<file path="src/rtl/ldtu_ofifo_pkg.sv">
// Shared SECDED helpers and output-word constants for the LDTU output FIFO.
// Latency: pure functions, no state.
// Backpressure: n/a.
package ldtu_ofifo_pkg;

   // Upper bound on supported payload width and matching codeword width.
   localparam int MAX_DW = 64;
   localparam int MAX_CW = 72;

   localparam logic [31:0] IDLE_WORD  = 32'hEAAAAAAA;
   localparam logic [31:0] FLUSH_WORD = 32'hFEEDC0DE;

   typedef struct packed {
      logic [MAX_DW-1:0] dat;
      logic              sec;
      logic              ded;
   } dec_t;

   // Smallest P with 2^P >= dw + P + 1 (descending scan keeps the smallest).
   function automatic int secded_p(input int dw);
      int p;
      p = 0;
      for (int i = 8; i >= 1; i--) begin
         if ((1 << i) >= dw + i + 1) p = i;
      end
      return p;
   endfunction

   // Extended Hamming: bit 0 is overall parity, check bits sit at powers of two,
   // data fills the remaining positions 1..dw+p in ascending order.
   function automatic logic [MAX_CW-1:0] secded_encode(input logic [MAX_DW-1:0] d,
                                                       input int dw, input int p);
      logic [MAX_CW-1:0] cw;
      logic              par;
      int                j;
      cw = '0;
      j  = 0;
      for (int pos = 1; pos < MAX_CW; pos++) begin
         if (pos <= dw + p && (pos & (pos - 1)) != 0) begin
            cw[pos] = d[j];
            j++;
         end
      end
      for (int i = 0; i < 8; i++) begin
         if (i < p) begin
            par = 1'b0;
            for (int pos = 1; pos < MAX_CW; pos++) begin
               if (((pos >> i) & 1) != 0) par = par ^ cw[pos];
            end
            cw[1 << i] = par;
         end
      end
      cw[0] = ^cw;
      return cw;
   endfunction

   // Syndrome locates a single flip; overall parity separates single from double.
   function automatic dec_t secded_decode(input logic [MAX_CW-1:0] cw_in,
                                          input int dw, input int p);
      logic [MAX_CW-1:0] cw;
      logic              mis;
      int                syn;
      int                j;
      dec_t              r;
      cw  = cw_in;
      syn = 0;
      for (int pos = 1; pos < MAX_CW; pos++) begin
         if (pos <= dw + p && cw[pos]) syn = syn ^ pos;
      end
      mis = ^cw;
      r   = '0;
      if (mis) begin
         r.sec = 1'b1;
         if (syn != 0 && syn <= dw + p) cw[syn] = ~cw[syn];
      end else if (syn != 0) begin
         r.ded = 1'b1;
      end
      j = 0;
      for (int pos = 1; pos < MAX_CW; pos++) begin
         if (pos <= dw + p && (pos & (pos - 1)) != 0) begin
            r.dat[j] = cw[pos];
            j++;
         end
      end
      return r;
   endfunction

endpackage

</file>
<file path="src/rtl/ldtu_ofifo_mem.sv">
// Codeword storage array with wrapping read/write pointers and occupancy level.
// Latency: write lands on the edge; head word is visible combinationally.
// Backpressure: none here; caller only asserts wr_en/rd_en when legal.
module ldtu_ofifo_mem
   import ldtu_ofifo_pkg::*;
#(
   parameter int CW    = 39,
   parameter int DEPTH = 16,
   parameter int LW    = 5
) (
   input  logic          CLK,
   input  logic          reset,
   input  logic          clr,
   input  logic          wr_en,
   input  logic [CW-1:0] wr_cw,
   input  logic          rd_en,
   output logic [CW-1:0] rd_cw,
   output logic [LW-1:0] level
);

   localparam int AW = $clog2(DEPTH);

   logic [CW-1:0] mem [DEPTH];
   logic [AW-1:0] wr_ptr;
   logic [AW-1:0] rd_ptr;

   // Storage is deliberately left unreset; stale words are unreachable after clear.
   always_ff @(posedge CLK) begin
      if (wr_en) mem[wr_ptr] <= wr_cw;
   end

   // Pointers wrap naturally at DEPTH; level moves only on unbalanced traffic.
   always_ff @(posedge CLK or posedge reset) begin
      if (reset) begin
         wr_ptr <= '0;
         rd_ptr <= '0;
         level  <= '0;
      end else if (clr) begin
         wr_ptr <= '0;
         rd_ptr <= '0;
         level  <= '0;
      end else begin
         if (wr_en) wr_ptr <= wr_ptr + AW'(1);
         if (rd_en) rd_ptr <= rd_ptr + AW'(1);
         case ({wr_en, rd_en})
            2'b10:   level <= level + LW'(1);
            2'b01:   level <= level - LW'(1);
            default: level <= level;
         endcase
      end
   end

   assign rd_cw = mem[rd_ptr];

endmodule

</file>
<file path="src/rtl/ldtu_ofifo_secded.sv">
// LDTU output FIFO storing SECDED-protected words with flush/synch override.
// Latency: accepted read updates data_out and error pulses one edge later.
// Backpressure: writes into a full FIFO are dropped and flagged via sticky overflow.
module ldtu_ofifo_secded
   import ldtu_ofifo_pkg::*;
#(
   parameter int                DATA_W        = 32,
   parameter int                DEPTH         = 16,
   parameter int                AFULL_TH      = 12,
   parameter logic [DATA_W-1:0] IDLE_PATTERN  = IDLE_WORD,
   parameter logic [DATA_W-1:0] FLUSH_PATTERN = FLUSH_WORD
) (
   input  logic                       CLK,
   input  logic                       reset,
   input  logic                       write_signal,
   input  logic [DATA_W-1:0]          data_in,
   input  logic                       read_signal,
   input  logic                       flush_b,
   input  logic                       synch,
   input  logic [DATA_W-1:0]          synch_pattern,
   input  logic [1:0]                 seu_inject,
   output logic [DATA_W-1:0]          data_out,
   output logic                       full_signal,
   output logic                       almost_full,
   output logic                       empty_signal,
   output logic [$clog2(DEPTH):0]     level,
   output logic                       sec_error,
   output logic                       ded_error,
   output logic [7:0]                 err_count,
   output logic                       overflow
);

   localparam int P  = secded_p(DATA_W);
   localparam int CW = DATA_W + P + 1;
   localparam int LW = $clog2(DEPTH) + 1;

   logic          flush;
   logic          clr;
   logic          rd_acc;
   logic          wr_acc;
   logic [CW-1:0] enc_cw;
   logic [CW-1:0] rd_cw;
   dec_t          dec;

   assign flush = ~flush_b;
   assign clr   = flush | synch;

   // Flags come straight off the registered level so they move with the pointers.
   assign full_signal  = (level == LW'(DEPTH));
   assign almost_full  = (level >= LW'(AFULL_TH));
   assign empty_signal = (level == '0);

   // A read frees a slot in the same cycle, so write-at-full is fine alongside it.
   assign rd_acc = ~clr & read_signal & ~empty_signal;
   assign wr_acc = ~clr & write_signal & (~full_signal | rd_acc);

   // Fault injection flips the overall-parity bit and/or the first check bit.
   assign enc_cw = CW'(secded_encode(MAX_DW'(data_in), DATA_W, P)) ^ CW'(seu_inject);
   assign dec    = secded_decode(MAX_CW'(rd_cw), DATA_W, P);

   ldtu_ofifo_mem #(
      .CW    (CW),
      .DEPTH (DEPTH),
      .LW    (LW)
   ) u_mem (
      .CLK   (CLK),
      .reset (reset),
      .clr   (clr),
      .wr_en (wr_acc),
      .wr_cw (enc_cw),
      .rd_en (rd_acc),
      .rd_cw (rd_cw),
      .level (level)
   );

   // Output word, error pulses, error counter and sticky overflow.
   always_ff @(posedge CLK or posedge reset) begin
      if (reset) begin
         data_out  <= IDLE_PATTERN;
         sec_error <= 1'b0;
         ded_error <= 1'b0;
         err_count <= '0;
         overflow  <= 1'b0;
      end else begin
         sec_error <= 1'b0;
         ded_error <= 1'b0;
         if (flush) begin
            data_out <= FLUSH_PATTERN;
            overflow <= 1'b0;
         end else if (synch) begin
            data_out <= synch_pattern;
         end else begin
            if (rd_acc) begin
               data_out  <= dec.dat[DATA_W-1:0];
               sec_error <= dec.sec;
               ded_error <= dec.ded;
               if ((dec.sec | dec.ded) && err_count != 8'hFF)
                  err_count <= err_count + 8'd1;
            end else if (read_signal) begin
               data_out <= IDLE_PATTERN;
            end
            if (write_signal && !wr_acc) overflow <= 1'b1;
         end
      end
   end

endmodule

</file>
<file path="config.mk">
export PLATFORM = sky130hd
export DESIGN_NAME = ldtu_ofifo_secded
export DESIGN_NICKNAME = d
export VERILOG_FILES = /design/src/rtl/ldtu_ofifo_pkg.sv /design/src/rtl/ldtu_ofifo_mem.sv /design/src/rtl/ldtu_ofifo_secded.sv
export SDC_FILE = /design/constraint.sdc
export NUM_CORES = 1
export LEC_CHECK = 0
export BUFFER_PORTS_ARGS = -buffer_cell sky130_fd_sc_hd__buf_4
export CAP_MARGIN = 30
export CORE_ASPECT_RATIO = 0.7
export CORE_MARGIN = 2
export CORE_UTILIZATION = 50
export CTS_CLUSTER_SIZE = 10
export DETAILED_ROUTE_END_ITERATION = 10
export PLACE_DENSITY = 0.67
export SETUP_SLACK_MARGIN = 0.02
export SKIP_LAST_GASP = 1
export SLEW_MARGIN = 0
export SYNTH_ARGS = -nofsm -noshare
export SYNTH_HDL_FRONTEND = slang
export SYNTH_HIERARCHICAL = 1
export SYNTH_SLANG_ARGS = --single-unit
export TNS_END_PERCENT = 100
</file>
<file path="constraint.sdc">
create_clock -name CLK -period 7.2 [get_ports CLK]
set_input_delay 1.8 -clock CLK [delete_from_list [all_inputs] [get_ports CLK]]
set_output_delay 1.8 -clock CLK [all_outputs]
set_load 0.02 [all_outputs]
</file>
* Word-level counts from Yosys, hierarchy flattened
Memories as Yosys holds them, arrays and structs flattened. Index checks and enable logic that the tools add are counted.
Storage, ports and cells: logic and storage cells 244, register bits 56, memories 1, output and inout port bits 51, bits in writable memories 624
Operators by class: bitwise operators 135, multiplexer cells 70, reduce and logical (&&, ||, !) cells 14, equal/unequal tests 7, add/sub/neg operators 5, $lt $le $gt $ge 4
Memories:
- u_mem.mem | words 16, bits a word 39, rd ports 1, clocked after memory_dff 0, wr ports 1, line ldtu_ofifo_mem.sv:23 | logic [CW-1:0] mem [DEPTH];
Operator list (number):
- $reduce_xor 72->1 | 2
- $mux 32 | 4
- $mux 5 | 17
- $xor 1x1->1 | 84
- $mux 39 | 2
- $bwmux 72 | 1
- $mux 4 | 12
- $mux 6 | 7
- $not 3->3 | 13
- $xor 39x2->39 | 1
- $reduce_bool 32->1 | 1
- $not 2->2 | 13
- $not 4->4 | 5
- $mux 1 | 18
- $mux 3 | 4
- $pmux 5 s2 | 1
- $add 4x1->4 const B | 2
- $add 8x1->8 const B | 1
- $lt 6x8->1 const B | 1
- $ne 8x8->1 const B | 1
- $bmux 1 s7 | 1
- $demux 1 s7 | 1
- $ge 6x1->1 const B | 1
- $le 6x6->1 const B | 1
- other kinds (22) | 41

* Logic depth before layout (Yosys ltp)
An unclocked memory read counts as a cell.
depth in word-level cells 81, mapped depth 19

* Cells and area by module
Netlist, hierarchy kept.
By module, submodules not included:
- ldtu_ofifo_mem | instances 1, area each 24438.4 µm², cells each 967, seq. area each 19063.3 µm²
- ldtu_ofifo_secded | instances 1, area each 4520.6 µm², cells each 509, seq. area each 1097.3 µm²

* Worst setup path before layout
Ideal clock, no wire load.
path type reg2reg, from register u_mem.rd_ptr[1], to register data_out[15], cell stages (with the launch flop) 19, slack 2.687 ns, setup time 0.073 ns, path buffers 6, arrival 4.439 ns, cell sequence dfrtp_1 > clkbuf_1 > buf_2 > buf_1 > mux4_2 > mux4_2 > xnor3_2 > xnor2_4 > xnor2_2 > xor2_1 > buf_4 > mux2i_1 > o22ai_1 > a41o_1 > nor4_2 > buf_4 > buf_6 > a31oi_1 > a21oi_1
On the way: elaborated cells between the ends (all ways) 90, those cells by class 3 x order compare; 49 x mux; 33 x bitwise; 4 x reduce/logical; 1 x memory
RTL lines:
- from (decl) | line ldtu_ofifo_mem.sv:25 | logic [AW-1:0] rd_ptr;
- from (signal assigned) | line ldtu_ofifo_mem.sv:44 | if (rd_en) rd_ptr <= rd_ptr + AW'(1);
- $mem_v2 16x39 *
- via rd_cw[7] | line ldtu_ofifo_secded.sv:42 | logic [CW-1:0] rd_cw;
- $mux 3 | line ldtu_ofifo_pkg.sv:68 | if (pos <= dw + p && cw[pos]) syn = syn ^ pos;
- $mux 4 | line ldtu_ofifo_pkg.sv:68
- $not 2->2 (no line) or $mux 4 (tied branches)
- $mux 4 or $not 2->2 (tied branches)
- $mux 4 | line ldtu_ofifo_pkg.sv:68
- $not 3->3 (no line) or $not 2->2 (tied branches)
- [... 43 more ...]
- $mux 1 (not written as such) | line ldtu_ofifo_pkg.sv:74 | if (syn != 0 && syn <= dw + p) cw[syn] = ~cw[syn];
- $demux 1 s7 or $not 1->1 (tied branches) | line ldtu_ofifo_pkg.sv:74
- $bwmux 72 | line ldtu_ofifo_pkg.sv:74
- $mux 39 | line ldtu_ofifo_pkg.sv:74
- $mux 39 * | line ldtu_ofifo_pkg.sv:72 | if (mis) begin
- $mux 32 * | line ldtu_ofifo_secded.sv:93 | if (rd_acc) begin
- $mux 32 * | line ldtu_ofifo_secded.sv:90 | end else if (synch) begin
- $mux 32 * | line ldtu_ofifo_secded.sv:87 | if (flush) begin
- to (signal assigned) | line ldtu_ofifo_secded.sv:91 | data_out <= synch_pattern;
- to (signal assigned) | line ldtu_ofifo_secded.sv:94 | data_out <= dec.dat[DATA_W-1:0];
- to (decl) | line ldtu_ofifo_secded.sv:22 | output logic [DATA_W-1:0] data_out,
Mark *: on every way through the listed nets, which the timed path passes. The rest lies on a longest branch. The select of a mux whose other input is x is not followed. A chain may end at the register's enable or synchronous reset.

* Worst setup path after layout
from register u_mem.rd_ptr[1], to register data_out[6]
On the way: elaborated cells between the ends (all ways) 90, those cells by class 3 x order compare; 49 x mux; 33 x bitwise; 4 x reduce/logical; 1 x memory
RTL lines (line):
- $mem_v2 16x39 *
- via rd_cw[17] | ldtu_ofifo_secded.sv:42
- $mux 5 | ldtu_ofifo_pkg.sv:68
- $not 2->2 (no line)
- $mux 5 | ldtu_ofifo_pkg.sv:68
- $not 3->3 (no line)
- $mux 5 | ldtu_ofifo_pkg.sv:68
- $not 2->2 (no line)
- [... 32 more ...]
- $mux 1 (not written as such) | ldtu_ofifo_pkg.sv:74
- $demux 1 s7 or $not 1->1 (tied branches) | ldtu_ofifo_pkg.sv:74
- $bwmux 72 | ldtu_ofifo_pkg.sv:74
- $mux 39 | ldtu_ofifo_pkg.sv:74
- $mux 39 * | ldtu_ofifo_pkg.sv:72
- $mux 32 * | ldtu_ofifo_secded.sv:93
- $mux 32 * | ldtu_ofifo_secded.sv:90
- $mux 32 * | ldtu_ofifo_secded.sv:87
Marks and branches as above.

==> reports/results.tsv <==
metric	value	unit
# hold bufs at CTS	0	
met2 GRT Util	35.3	%
boundary pin count	123	
Die Y	205	µm
period utilization	81.9	%
Avg WL per Cell	29.2	µm
maximum VDD drop	228	µV
Syn Inst Count	1476	
clk_lat worst skew	620	ps
total design power	9.35	mW
final hold vios	0	
die width	292	µm
initial antenna violation count	0	
die area	59900	µm²
clock sinks	680	
Fmax	170	MHz
DRC errors left	0	
layout cells sized above 1	29.2	%
Via Count	15000	
clock root cell	clkbuf_16	
register area	20200	µm²
hpwl dp	42800	µm
H-tree depth	3	
Multi-input gate area	8260	µm²
Hold Startpoint	err_count[6]$_DFFE_PP0P_	
maximum clock path buffer count	3	
number of synthesized register bits	680	
WP data arrival	6350	ps
sequential-to-total area share from yosys stat	69.6	%
Setup crit start kind	flip-flop	
fillcell total	4191	
busiest layer in global routing	met1	
fin crit period	5890	ps
worst-path fanout max	34	
synth warn	6	
CTS tree	yes	
post-CTS setup buffers	0	
Area growth, synth to finish	13.6	%
worst slew pin tran	1010	ps
Post-Route Setup TNS	0	ps
M1 GR Usage	35.5	%
synth unique cells	69	
CP Data Required Time	7660	ps
Core ar.	57000	µm²
Pre-antenna DRT Iters	7	
Slew HR	32.2	%
hold crit path type	reg2reg	
worst hold slack	505	ps
Most used DFF post-synth	edfxtp_1	
met3 Track Usage GR	6.63	%
number of port buffers	122	
Mapped Avg Cell Area	19.6	µm²
Place WS	1360	ps
first-pass GRT wire length	102000	µm
CP Capture Type	flip-flop	
FFs w/ async S/R, synth	8.24	%
# nets final	1726	
crit path from	u_mem/rd_ptr[1]$_DFFE_PP0P_	
Synth Cell Area	29000	µm²
final setup fails	0	
Critical R2R Launch	u_mem/rd_ptr[1]$_DFFE_PP0P_	
Rows	73	
WL final	70400	µm
Max-cap violations	0	
clk slew on worst S/H paths	60	ps
CTS resizes	0	
Worst Slack Setup Final	1310	ps
RSZ-0062 raised after global routing	no	
Initial Util	50.8	%
Pins Over Slew Limit	0	
total gr overflow	0	
Pwr per Cell Area	284	nW/µm²
Synth Net Count	1556	
vias per inst	6.23	
Inserted Clock Buffers	78	
GP Congestion	0.921	
EDFF count, synth	624	
total track usage	23.9	%
critical path type	reg2reg	
Leak	10.5	nW
antenna-violating nets left	0	
number of diodes	0	
Starting DRT DRC Count	1791	
status	completed	
vias in the first global route	14800	
largest net degree at the start of global routing	52	
Worst Skew	19.2	ps
## power by group
part	switching, mW	internal, mW
Combinational	0.868	0.444
Clock	1.45	1.98
Sequential	0.0185	4.58
Total	2.34	7.01
## kinds of logic (layout without fill, tap and decap cells)
| family | Yosys count | count (layout) | share of synthesized area (%) |
|---|---|---|---|
| simple gates | 181 | 181 | 3.13 |
| xor+xnor | 153 | 153 | 5.21 |
| mux | 216 | 216 | 16.2 |
| buf+inv | 86 | 275 | 1.97 |
| compound gates | 152 | 152 | 3.57 |
| flops | 680 | 680 | 69.6 |
| fa+ha+maj | 8 | 8 | 0.346 |
## per-stage QoR
stage	std cells	instance area [µm²]	utilization (%)
after global routing	2415	32900	57.7
final	2415	32900	57.7
after floorplan	1476	29000	-
after detailed placement	2312	30700	53.9
after global placement	2307	30600	53.7
after CTS	2411	32900	57.7
## final timing paths
check                      cells past startpoint  slack [ps]                          end
setup / recovery                              13        1310      data_out[6]$_DFFE_PP0P_
hold / removal                                 1         500     err_count[6]$_DFFE_PP0P_
setup reg to reg                              13        1310      data_out[6]$_DFFE_PP0P_
hold reg to reg                                1         500     err_count[6]$_DFFE_PP0P_
max in group asynchronous                      2        5390  u_mem/rd_ptr[1]$_DFFE_PP0P_
min in group asynchronous                      2        1040         overflow$_DFFE_PP0P_
## layout by cell type, fill, tap and decap left out, types with 16 or more instances in the layout
master,n
a21oi_1,34
a31oi_1,25
and2_2,16
buf_4,157
clkbuf_16,79
dfrtp_1,35
dfstp_2,17
edfxtp_1,624
mux2i_1,18
mux4_1,19
mux4_2,176
nand2_1,37
nand3_1,18
nor2_1,50
o22ai_1,16
xnor2_1,108
xor2_1,29
## sequential cells by signal, indices dropped and copies added, names as in the netlist
register / flops
u_mem/wr_ptr: 4
u_mem/level: 5
u_mem/rd_ptr: 4
overflow: 1
err_count: 8
u_mem/mem: 624
ded_error: 1
data_out: 32
sec_error: 1
## cell usage after synthesis, types with 13 or more instances
cell | instances | area [µm²]
a31oi_1 | 25 | 156
xnor2_1 | 108 | 946
mux4_2 | 176 | 3960
and2_1 | 19 | 119
o22ai_1 | 16 | 100
nand2_1 | 37 | 139
mux4_1 | 19 | 499
nand3_1 | 18 | 90.1
xor2_1 | 29 | 254
clkbuf_1 | 29 | 109
edfxtp_1 | 624 | 18700
nor2_1 | 50 | 188
dfrtp_1 | 39 | 976
a21oi_1 | 34 | 170
buf_2 | 13 | 65.1
dfstp_2 | 17 | 447
buf_6 | 14 | 158
mux2i_1 | 18 | 180
## area by class of cell
type                       instances  area share [%]
sequential                       680            61.3
multi-input combinational        710            25.1
clock buffer                      91            6.18
timing repair buffer             165            4.14
tap                              750            2.85
clock inverter                     8           0.312
inverter                          11           0.125
## critical path, cell delays in order, from the launching register on
cell      delay [ps]
dfrtp_4          760
buf_4            500
mux4_2           420
mux4_2           580
xnor2_2          280
xnor3_1          400
xnor2_2          300
xor2_1           800
a31oi_1          160
o21ai_0          130
a211oi_1         120
or3_1            740
a31oi_1          350
o211ai_1         120
## routing by layer
| metal | vias up | part of all wire, % |
|---|---|---|
| met5 | - | 0 |
| met4 | 0 | 2.1 |
| met3 | 101 | 10 |
| met2 | 752 | 44 |
| met1 | 7839 | 44 |
| li1 | 6343 | - |
Power figures use the tool's default switching activity.
